==> src/rtl/uart_pkg.sv <==
// uart_pkg: shared state encoding, parity modes and baud divider helper
// for the UART transmit/receive blocks.
package uart_pkg;

  typedef enum logic [2:0] {
    IDLE   = 3'd0,
    START  = 3'd1,
    DATA   = 3'd2,
    PARITY = 3'd3,
    STOP   = 3'd4
  } tx_state_t;

  localparam int PAR_NONE = 32'sd0;
  localparam int PAR_ODD  = 32'sd1;
  localparam int PAR_EVEN = 32'sd2;

  // Tick pulses per bit, rounded to nearest.
  function automatic int baud_div(input int tick_hz, input int baud);
    return (tick_hz + (baud / 32'sd2)) / baud;
  endfunction

  function automatic logic parity_bit(input logic [7:0] data, input int mode);
    logic p;
    if (mode == PAR_ODD) begin
      p = ~(^data);
    end else begin
      p = ^data;
    end
    return p;
  endfunction

endpackage

==> src/rtl/uart_bit_timer.sv <==
// uart_bit_timer: counts enabled tick pulses and flags the DIV-th one as the
// end of the current bit.
module uart_bit_timer #(
  parameter int DIV = 32'sd104
) (
  input  logic clk,
  input  logic rst,
  input  logic clear,
  input  logic tick,
  output logic bit_done
);

  localparam int            CW   = (DIV > 32'sd1) ? $clog2(DIV) : 32'sd1;
  localparam logic [CW-1:0] LAST = CW'(DIV - 32'sd1);

  logic [CW-1:0] cnt_r;

  assign bit_done = tick && (cnt_r == LAST);

  // Tick counter; clear wins over a coincident tick so that tick is not counted.
  always_ff @(posedge clk) begin
    if (rst || clear) begin
      cnt_r <= '0;
    end else if (tick) begin
      if (cnt_r == LAST) begin
        cnt_r <= '0;
      end else begin
        cnt_r <= cnt_r + CW'(1'b1);
      end
    end
  end

endmodule

==> src/rtl/uart_tx_tick.sv <==
// uart_tx_tick: byte-wide UART transmitter paced by an external tick enable,
// with a valid/ready byte handshake and registered line outputs.
module uart_tx_tick
  import uart_pkg::*;
#(
  parameter int TICK_HZ   = 32'sd1_000_000,
  parameter int BAUD      = 32'sd9600,
  parameter int PARITY    = 32'sd0,
  parameter int STOP_BITS = 32'sd1
) (
  input  logic       iCLK_50,
  input  logic       iRST,
  input  logic       iTICK,
  input  logic [7:0] iDATA,
  input  logic       iVALID,
  output logic       oREADY,
  output logic       oUART_TXD,
  output logic       oBUSY
);

  localparam int   DIV       = baud_div(TICK_HZ, BAUD);
  localparam logic STOP_LAST = (STOP_BITS == 32'sd2) ? 1'b1 : 1'b0;

  if (DIV < 32'sd2) begin : g_div_check
    $error("uart_tx_tick: baud divider must be at least 2");
  end
  if ((STOP_BITS != 32'sd1) && (STOP_BITS != 32'sd2)) begin : g_stop_check
    $error("uart_tx_tick: STOP_BITS must be 1 or 2");
  end
  if ((PARITY < PAR_NONE) || (PARITY > PAR_EVEN)) begin : g_par_check
    $error("uart_tx_tick: PARITY must be 0, 1 or 2");
  end

  tx_state_t  state_r, state_s;
  logic [7:0] shift_r, shift_s;
  logic [2:0] idx_r, idx_s;
  logic       stop_r, stop_s;
  logic       par_r, par_s;
  logic       txd_r, txd_s;
  logic       ready_r, ready_s;
  logic       busy_r, busy_s;
  logic       timer_clear_s;
  logic       timer_tick_s;
  logic       bit_done_s;

  // Ticks only advance the bit timer while a frame is in flight.
  assign timer_tick_s = iTICK && (state_r != IDLE);

  uart_bit_timer #(
    .DIV(DIV)
  ) u_bit_timer (
    .clk     (iCLK_50),
    .rst     (iRST),
    .clear   (timer_clear_s),
    .tick    (timer_tick_s),
    .bit_done(bit_done_s)
  );

  // Next-state, shift register and next line level.
  always_comb begin
    state_s       = state_r;
    shift_s       = shift_r;
    idx_s         = idx_r;
    stop_s        = stop_r;
    par_s         = par_r;
    txd_s         = txd_r;
    ready_s       = ready_r;
    busy_s        = busy_r;
    timer_clear_s = 1'b0;
    case (state_r)
      IDLE: begin
        if (iVALID && ready_r) begin
          state_s       = START;
          shift_s       = iDATA;
          idx_s         = 3'd0;
          stop_s        = 1'b0;
          txd_s         = 1'b0;
          ready_s       = 1'b0;
          busy_s        = 1'b1;
          timer_clear_s = 1'b1;
        end else begin
          txd_s   = 1'b1;
          ready_s = 1'b1;
          busy_s  = 1'b0;
        end
      end
      START: begin
        if (bit_done_s) begin
          state_s = DATA;
          par_s   = parity_bit(shift_r, PARITY);
          txd_s   = shift_r[0];
          shift_s = {1'b0, shift_r[7:1]};
        end else begin
          state_s = START;
        end
      end
      DATA: begin
        if (bit_done_s) begin
          if (idx_r != 3'd7) begin
            txd_s   = shift_r[0];
            shift_s = {1'b0, shift_r[7:1]};
            idx_s   = idx_r + 3'd1;
          end else if (PARITY != PAR_NONE) begin
            state_s = uart_pkg::PARITY;
            txd_s   = par_r;
          end else begin
            state_s = STOP;
            txd_s   = 1'b1;
            stop_s  = 1'b0;
          end
        end else begin
          state_s = DATA;
        end
      end
      uart_pkg::PARITY: begin
        if (bit_done_s) begin
          state_s = STOP;
          txd_s   = 1'b1;
          stop_s  = 1'b0;
        end else begin
          state_s = uart_pkg::PARITY;
        end
      end
      STOP: begin
        if (bit_done_s) begin
          if (stop_r == STOP_LAST) begin
            state_s = IDLE;
            txd_s   = 1'b1;
            ready_s = 1'b1;
            busy_s  = 1'b0;
          end else begin
            stop_s = 1'b1;
          end
        end else begin
          state_s = STOP;
        end
      end
      default: begin
        state_s = IDLE;
        txd_s   = 1'b1;
        ready_s = 1'b1;
        busy_s  = 1'b0;
      end
    endcase
  end

  // State and output registers.
  always_ff @(posedge iCLK_50) begin
    if (iRST) begin
      state_r <= IDLE;
      shift_r <= 8'h00;
      idx_r   <= 3'd0;
      stop_r  <= 1'b0;
      par_r   <= 1'b0;
      txd_r   <= 1'b1;
      ready_r <= 1'b1;
      busy_r  <= 1'b0;
    end else begin
      state_r <= state_s;
      shift_r <= shift_s;
      idx_r   <= idx_s;
      stop_r  <= stop_s;
      par_r   <= par_s;
      txd_r   <= txd_s;
      ready_r <= ready_s;
      busy_r  <= busy_s;
    end
  end

  assign oUART_TXD = txd_r;
  assign oREADY    = ready_r;
  assign oBUSY     = busy_r;

endmodule

==> config.mk <==
export PLATFORM = sky130hd
export DESIGN_NAME = uart_tx_tick
export DESIGN_NICKNAME = d
export VERILOG_FILES = /design/src/rtl/uart_pkg.sv /design/src/rtl/uart_bit_timer.sv /design/src/rtl/uart_tx_tick.sv
export SDC_FILE = /design/constraint.sdc
export NUM_CORES = 1
export LEC_CHECK = 0
export ABC_AREA = 0
export BUFFER_PORTS_ARGS = -buffer_cell sky130_fd_sc_hd__buf_2
export CORE_ASPECT_RATIO = 1.5
export CORE_MARGIN = 1.5
export CORE_UTILIZATION = 35
export DETAILED_ROUTE_END_ITERATION = 6
export GPL_TIMING_DRIVEN = 0
export HOLD_SLACK_MARGIN = 0.08
export PLACE_DENSITY = 0.64
export SLEW_MARGIN = 20
export SYNTH_ARGS = -nofsm -noshare
export SYNTH_HDL_FRONTEND = slang
export SYNTH_HIERARCHICAL = 1
export SYNTH_SLANG_ARGS = --single-unit
==> constraint.sdc <==
create_clock -name iCLK_50 -period 6.2 [get_ports iCLK_50]
set_clock_uncertainty 0.2 [all_clocks]
set_input_delay 1.24 -clock iCLK_50 [delete_from_list [all_inputs] [get_ports iCLK_50]]
set_output_delay 1.24 -clock iCLK_50 [all_outputs]
set_load 0.02 [all_outputs]
==> results.md, run 1 <==
- Die Area: 0.00390 sq mm
- Switching part of the total power: 23.8%
- Pin count of the biggest net entering global routing: 15
- Worst reg2reg startpoint: state_r[1]
- Antenna viol nets, final: 0
- Maximum clock frequency: 293 MHz
- # resized after CTS: 0
- Buffer type at the clock tree root: sky130_fd_sc_hd__clkbuf_8
- Slowest cell on crit path: sky130_fd_sc_hd__nor4_1
- Initial cell density of the core: 36.5%
- Power per cell area: 246 mW/mm^2
- Flop pwr share: 47.8%
- Most common library cells after synthesis: sky130_fd_sc_hd__dfxtp_1, sky130_fd_sc_hd__a21oi_1, sky130_fd_sc_hd__nor2_1
- Maximum buffer depth of the clock tree: 2
- Worst Setup End Kind: flip-flop
- Shortest period the worst path allows: 3.41 ns
- Initial antenna violation count: 0
- Worst hold-check path type: reg2reg
- First-pass iteration count of the detailed router: 2
- Syn Nets: 154
- Worst-case setup margin in the final layout: 2.79 ns
- Worst-case vdd ir drop: 0.133 mV
- Cell area after synthesis: 0.00123 sq mm
- Number of sinks handled by clock tree synthesis: 24
- Ranking of synthesized cells by area: sky130_fd_sc_hd__dfxtp_1, sky130_fd_sc_hd__a21oi_1, sky130_fd_sc_hd__mux2i_1, sky130_fd_sc_hd__nor3_1, sky130_fd_sc_hd__nor2_1
- Number of nets in the final layout: 173
- TritonCTS buffer count: 3
- Number of enable-type register cells in the synthesized netlist: 0
- Floorplan core area: 0.00338 sq mm
- Mux share of post-synthesis cell area: 4.86%
- Global-route met1 utilization: 16.8%
- Met3 layer usage reported by global route: 2.35%
- Number of buffers inserted by port buffering: 14
- CP bufs+invs: 3
- Number of synthesis warnings: 6
- Clock tree from TritonCTS: done
- Post-synthesis share of cell area spent on full adders, half adders and majority gates: 3.04%
- Synthesized-area fraction occupied by ao, oa, aoi and oai cells: 24.6%
- Top_reg_cell synth: sky130_fd_sc_hd__dfxtp_1
- Library cell occupying the most area in the post-synthesis netlist: sky130_fd_sc_hd__dfxtp_1
- Final setup TNS: 0 ns
- Yosys cell types: 38
- Gate Count Post-Synth: 139
- Total track usage: 14.9%
- GP Congestion: 0.796
- Worst path required time: 6.17 ns
- Most repeated cell in the gate-level netlist after synthesis: sky130_fd_sc_hd__dfxtp_1
- Half-perimeter wire length after placement: 1950 um
- Grt peak-use layer: met2
- Highest net fanout along the worst path: 7
- Clock edge transition at the registers on the reported setup and hold paths: 0.08 ns
- Leakage power summed over all cells: 0.545 nW
- Number of storage elements in the synthesis netlist: 24
- Chip width: 51.5 um
- Worst Tran Pin Value: 0.970 ns
- Post-synthesis simple-gate area fraction: 20.8%
- Number of top-level pins: 15
- Max-cap check violation count: 0
- Diodes inserted: 0
- Arrival @ worst endpoint: 3.38 ns
- Worst slack at placement: 2.52 ns
- Average wire per cell in the routed design: 13.1 um
- Crit path kind: in2reg
- Layout fillers: 358
- Fraction of power consumed by the clock network: 38.9%
- Fraction of final layout cells with drive strength greater than 1: 18.5%
- Total count of hold-check failures in the final report: 0
- Total routed wirelength: 2600 um
- # Post-CTS Setup Buffers: 0
- Kind of start point of the critical path: input port
- Total via count in the routed design: 1,091
- Detailed-route DRC error count: 0
- Combinational share of power: 13.3%
- Utilization after layout: 42.2%
- Number of slew-limit violations in the final report: 0
- Outcome: completed
- Layout-stage area growth over the synthesis result: 15.7%
- CP cell instances: buf_2 -> nor2b_1 -> buf_4 -> nand4_2 -> nor4_1 -> or3_1 -> buf_1 -> a21oi_1 -> a311oi_1
- Share of the synthesized netlist area taken by xor and xnor gates: 3.55%
- Aggregate global routing overflow: 0
- Number of placement rows: 26
- Crit-path leading delay family: simple AND/OR/NAND/NOR gates
- Power dissipated by switching net loads: 0.0000837 W
- Clk Latency, worst-skew pair: 0.26 ns
- Launch point of the worst hold path: shift_r[7]
- Max-Slew Margin vs Limit: 34.7%
- Vias in the first global route: 1,062
- Internal Power: 0.000268 W
- Area share of the largest cell type after synthesis: 38.9%
- CTS hold repair buffers: 0
- Syn Area/Cell: 8.88 sq um
- Main combinational cell family by area after synthesis: compound AO/OA/AOI/OAI gates
- Register area share after synthesis: 38.9%
- Setup repair after global routing missed its margin: no
- Die Height: 75.8 um
- Total setup violations reported at the end of the flow: 0
- Global-route wire length before repair: 4490 um
- Critical Path Max Stage Delay: 0.77 ns
- Initial drt markers: 33
- Ratio of routed vias to standard cells: 5.48
- Fraction of registers with async set/reset: 0%
- Depth of the CTS H-tree: 1
- Final Cycle Share: 55.0%
- Met2 Track Usage GR: 27.9%
- Crit. Startpoint: iTICK
-- power groups by stage --
| stage | logic [W] | registers [W] | clock network, W |
|---|---|---|---|
| floorplan | 0.0000323 | 0.000173 | 0 |
| global placement | 0.0000457 | 0.000171 | 0 |
| detailed placement | 0.0000469 | 0.000172 | 0 |
| CTS | 0.0000471 | 0.000168 | 0.000141 |
| global route | 0.0000529 | 0.000169 | 0.000148 |
| finish | 0.0000468 | 0.000168 | 0.000137 |
-- area by class of cell --
cell class	count	area (sq um)	area share, %
inverter	3	11.3	0.788
buffer	8	41.3	2.89
clock buffer	3	41.3	2.89
clock inverter	1	30.0	2.10
multi-input combinational	104	702	49.1
timing repair buffer	14	70.1	4.90
sequential	24	480	33.6
tap	42	52.6	3.68
-- metrics by stage --
stage          std cells  instance area, sq um  power, W  hold WS, ns
2_1_floorplan        139                  1230  0.000205        0.250
3_3_place_gp         195                  1360  0.000217        0.272
3_5_place_dp         195                  1360  0.000219        0.271
4_1_cts              199                  1430  0.000356        0.283
5_1_grt              199                  1430  0.000370        0.324
6_report             199                  1430  0.000352        0.276
-- cells in the final DEF (no fill, tap or decap), drive strengths merged --
cell,netlist,routed
nand3,2,2
nor2b,3,3
xor2,3,3
a21oi,13,13
or3,2,2
xnor2,2,2
o31a,2,2
o21bai,1,1
nand2,8,8
o21a,2,2
ha,3,3
mux2i,6,6
nor4,1,1
a311oi,3,3
clkbuf,4,7
nor2,14,14
nand4,3,3
o41ai,1,1
o21ai,8,8
nor4b,1,1
a22oi,2,2
a211oi,5,5
nand3b,3,3
bufinv,0,1
o31ai,1,1
a2111oi,2,2
or4b,1,1
buf,4,18
inv,3,3
dfxtp,24,24
a21o,2,2
a211o,1,1
nor3,9,9
-- state kept, by name (all words and copies together) (netlist names) --
signal,flops
oREADY,1
oBUSY,1
shift_r,8
oUART_TXD,1
idx_r,3
state_r,3
u_bit_timer/cnt_r,7
-- worst min-delay path, stage by stage (launching register included) --
cell,delay (ns)
sky130_fd_sc_hd__dfxtp_1,0.32
sky130_fd_sc_hd__o21ai_0,0.06
sky130_fd_sc_hd__a21oi_1,0.06
-- layer usage --
metal	vias up	routed length (um)
met4	0	25
met1	518	1200
met3	4	76
met5	-	0
met2	18	1290
li1	551	-
-- path summary, 6_finish.rpt --
kind	to	slack (ns)	cells after the start
setup / recovery	shift_r[6]	2.79	9
hold / removal	shift_r[7]	0.28	2
setup reg to reg	shift_r[6]	2.88	10
hold reg to reg	shift_r[7]	0.28	2
-- logic make-up (layout without fill, tap and decap cells) --
group / count (synthesis) / in the layout
and+or+nand+nor: 47 / 47
AOI/OAI and AO/OA: 43 / 43
DFF: 24 / 24
buffers and inverters: 11 / 29
muxes: 6 / 6
xor gates and xnor gates: 5 / 5
adders and majority gates: 3 / 3
No activity file was read; power rests on OpenSTA's default activity.
==> run 2: changes to the inputs <==
- PLACE_DENSITY: 0.64 -> 0.66
- clock period: 6.2 -> 2.8 ns (I/O delays scaled with it)
==> results.md, run 2 (same netlist as run 1, synthesis figures left out) <==
- Kind of start point of the critical path: flip-flop (was input port)
- CTS hold repair buffers: 0 (unchanged)
- Crit path kind: reg2reg (was in2reg)
- Average wire per cell in the routed design: 13.2 um (was 13.1 um)
- Worst reg2reg startpoint: state_r[1] (unchanged)
- Capture point of the worst reg-to-reg path: shift_r[6] (unchanged)
- Die Height: 75.8 um (unchanged)
- Worst Tran Pin Value: 0.628 ns (was 0.970 ns)
- Number of standard cells in the final layout excluding fillers: 197 (was 199)
- Inst Count DP: 195 (unchanged)
- Ratio of routed vias to standard cells: 5.59 (was 5.48)
- Fraction of final layout cells with drive strength greater than 1: 20.6% (was 18.5%)
- Half-perimeter wire length after placement: 1980 um (was 1950 um)
- Layout fillers: 366 (was 358)
- CP cell instances: nor3_1 -> nor2b_1 -> buf_4 -> nand4_2 -> nor4_4 -> or3_1 -> buf_1 -> a21oi_1 -> a311oi_1 (was buf_2 -> nor2b_1 -> buf_4 -> nand4_2 -> nor4_1 -> or3_1 -> buf_1 -> a21oi_1 -> a311oi_1)
- Clk Latency, worst-skew pair: 0.27 ns (was 0.26 ns)
- # Post-CTS Setup Buffers: 0 (unchanged)
- Total via count in the routed design: 1,102 (was 1,091)
- Total routed wirelength: 2600 um (about the same)
- Aggregate global routing overflow: 0 (unchanged)
- Number of placement rows: 26 (unchanged)
- Maximum buffer depth of the clock tree: 2 (unchanged)
- Total track usage: 14.5% (was 14.9%)
- CP bufs+invs: 2 (was 3)
- Floorplan core area: 0.00338 sq mm (unchanged)
- Highest net fanout along the worst path: 14 (was 7)
- Depth of the CTS H-tree: 1 (unchanged)
- Final Cycle Share: 91.0%
- Diodes inserted: 0 (unchanged)
- Crit-path leading delay family: simple AND/OR/NAND/NOR gates (unchanged)
- Top library cells by usage in the layout, fill and taps aside: sky130_fd_sc_hd__dfxtp_1, sky130_fd_sc_hd__buf_2, sky130_fd_sc_hd__nor2_1, sky130_fd_sc_hd__a21oi_1, sky130_fd_sc_hd__nor3_1 (unchanged)
- Setup repair after global routing missed its margin: no (unchanged)
- Worst path required time: 2.77 ns (was 6.17 ns)
- Number of slew-limit violations in the final report: 0 (unchanged)
- Power per cell area: 500 mW/mm^2 (was 246 mW/mm^2)
- Number of cell instances on the worst register-to-register path: 9 (was 10)
- Layout-stage area growth over the synthesis result: 15.2% (was 15.7%)
- Die Area: 0.00390 sq mm (unchanged)
- Max-cap check violation count: 0 (unchanged)
- Worst hold-check path type: reg2reg (unchanged)
- Initial antenna violation count: 0 (unchanged)
- Overall power of the completed layout: 0.000711 W (was 0.000352 W)
- Clock edge transition at the registers on the reported setup and hold paths: 0.08 ns (about the same)
- Launch point of the worst hold path: shift_r[7] (unchanged)
- Utilization after layout: 42.0% (was 42.2%)
- Outcome: completed (unchanged)
- Buffer type at the clock tree root: sky130_fd_sc_hd__clkbuf_8 (unchanged)
- GP Congestion: 0.755 (was 0.796)
- First-pass iteration count of the detailed router: 4 (was 2)
- Max-Slew Margin vs Limit: 57.9% (was 34.7%)
- Number of sinks handled by clock tree synthesis: 24 (unchanged)
- Hold Worst Slack: 0.283 ns (was 0.276 ns)
- Register with the most flip-flops: shift_r (unchanged)
- Vias in the first global route: 1,021 (was 1,062)
- Detailed-route DRC error count: 0 (unchanged)
- Initial cell density of the core: 36.5% (unchanged)
- Total setup violations reported at the end of the flow: 0 (unchanged)
- Total count of hold-check failures in the final report: 0 (unchanged)
- Leakage power summed over all cells: 0.536 nW (was 0.545 nW)
- Initial drt markers: 19 (was 33)
- Global-route wire length before repair: 4310 um (was 4490 um)
- Chip width: 51.5 um (unchanged)
- Number of buffers inserted by port buffering: 14 (unchanged)
- Shortest period the worst path allows: 2.55 ns
- Critical Path Max Stage Delay: 0.48 ns (was 0.77 ns)
- Max FFs per register: 8 (unchanged)
- Maximum clock frequency: 392 MHz
- Worst-case vdd ir drop: 0.242 mV (was 0.133 mV)
- Number of nets in the final layout: 171 (was 173)
- Number of top-level pins: 15 (unchanged)
- Worst Setup End Kind: flip-flop (unchanged)
- Pin count of the biggest net entering global routing: 15 (unchanged)
- TritonCTS buffer count: 3 (unchanged)
- Antenna viol nets, final: 0 (unchanged)
- Top Registers: shift_r (8), u_bit_timer/cnt_r (7) (unchanged)
- Most common cell after layout, fill and taps aside: sky130_fd_sc_hd__dfxtp_1 (unchanged)
- Endpoint of the worst hold path: shift_r[7] (unchanged)
- Slowest cell on crit path: sky130_fd_sc_hd__dfxtp_2 (was sky130_fd_sc_hd__nor4_1)
- Number of stages on the worst hold path: 2 (unchanged)
- Clock tree from TritonCTS: done (unchanged)
- FF-to-FF setup slack: 0.25 ns (was 2.88 ns)
- Arrival @ worst endpoint: 2.52 ns (was 3.38 ns)
-- run 2: cell types whose count changed in the layout (fill, tap and decap cells not counted), sizes merged --
cell    change
bufinv      -1
clkbuf      -1
-- run 2: routing by layer --
| layer | wire, um | global-route usage, % | part of all wire (%) |
|---|---|---|---|
| met2 | 1320 | 27.8 | 51 |
| met4 | 53 | 7.02 | 2.0 |
| met5 | 0 | 0 | 0 |
| met1 | 1150 | 15.0 | 44 |
| met3 | 75 | 2.35 | 2.9 |
-- run 2: final cells by class --
cell class	instances	area, sq um	area share [%]
Sequential cell	24	483	33.9
Multi-Input combinational cell	104	717	50.4
Tap cell	42	52.6	3.69
Timing Repair Buffer	14	70.1	4.93
Inverter	3	11.3	0.792
Clock buffer	4	55.1	3.87
Buffer	6	33.8	2.37
-- run 2: worst register-to-register path: stages (launching register included) --
cell	delay, ns
sky130_fd_sc_hd__dfxtp_2	0.48
sky130_fd_sc_hd__nor3_1	0.14
sky130_fd_sc_hd__nor2b_1	0.13
sky130_fd_sc_hd__buf_4	0.16
sky130_fd_sc_hd__nand4_2	0.16
sky130_fd_sc_hd__nor4_4	0.35
sky130_fd_sc_hd__or3_1	0.17
sky130_fd_sc_hd__buf_1	0.28
sky130_fd_sc_hd__a21oi_1	0.12
sky130_fd_sc_hd__a311oi_1	0.27
-- run 2: worst max path at each step --
| stage | from | end | slack (ns) | cells past startpoint |
|---|---|---|---|---|
| 5_1_grt | state_r[1] | shift_r[5] | 0.05 | 9 |
| 4_1_cts | state_r[1] | shift_r[5] | 0.05 | 9 |
| 6_report | state_r[1] | shift_r[6] | 0.25 | 9 |
| 2_1_floorplan | state_r[1] | idx_r[1] | 0.09 | 10 |
| 3_3_place_gp | state_r[1] | shift_r[6] | -0.39 | 10 |
| 3_5_place_dp | state_r[1] | shift_r[5] | -0.48 | 10 |
-- run 2: power breakdown --
part | internal (W) | switching, W
logic | 0.0000425 | 0.0000584
clock network | 0.000126 | 0.000109
registers | 0.000360 | 0.0000151
-- run 2: through the flow --
step / setup slack [ns] / TNS, ns / cell area [sq um]
floorplan: 0.0902 / 0 / 1230
global placement: -0.386 / -4.31 / 1360
detailed placement: -0.483 / -5.14 / 1360
CTS: 0.0482 / 0 / 1420
global route: 0.0494 / 0 / 1420
finish: 0.252 / 0 / 1420
-- run 2: timing repair --
item                                    CTS  global route
resized for setup                         2             2
endpoints found under the hold margin     0             0
endpoints found under the setup margin   17            10
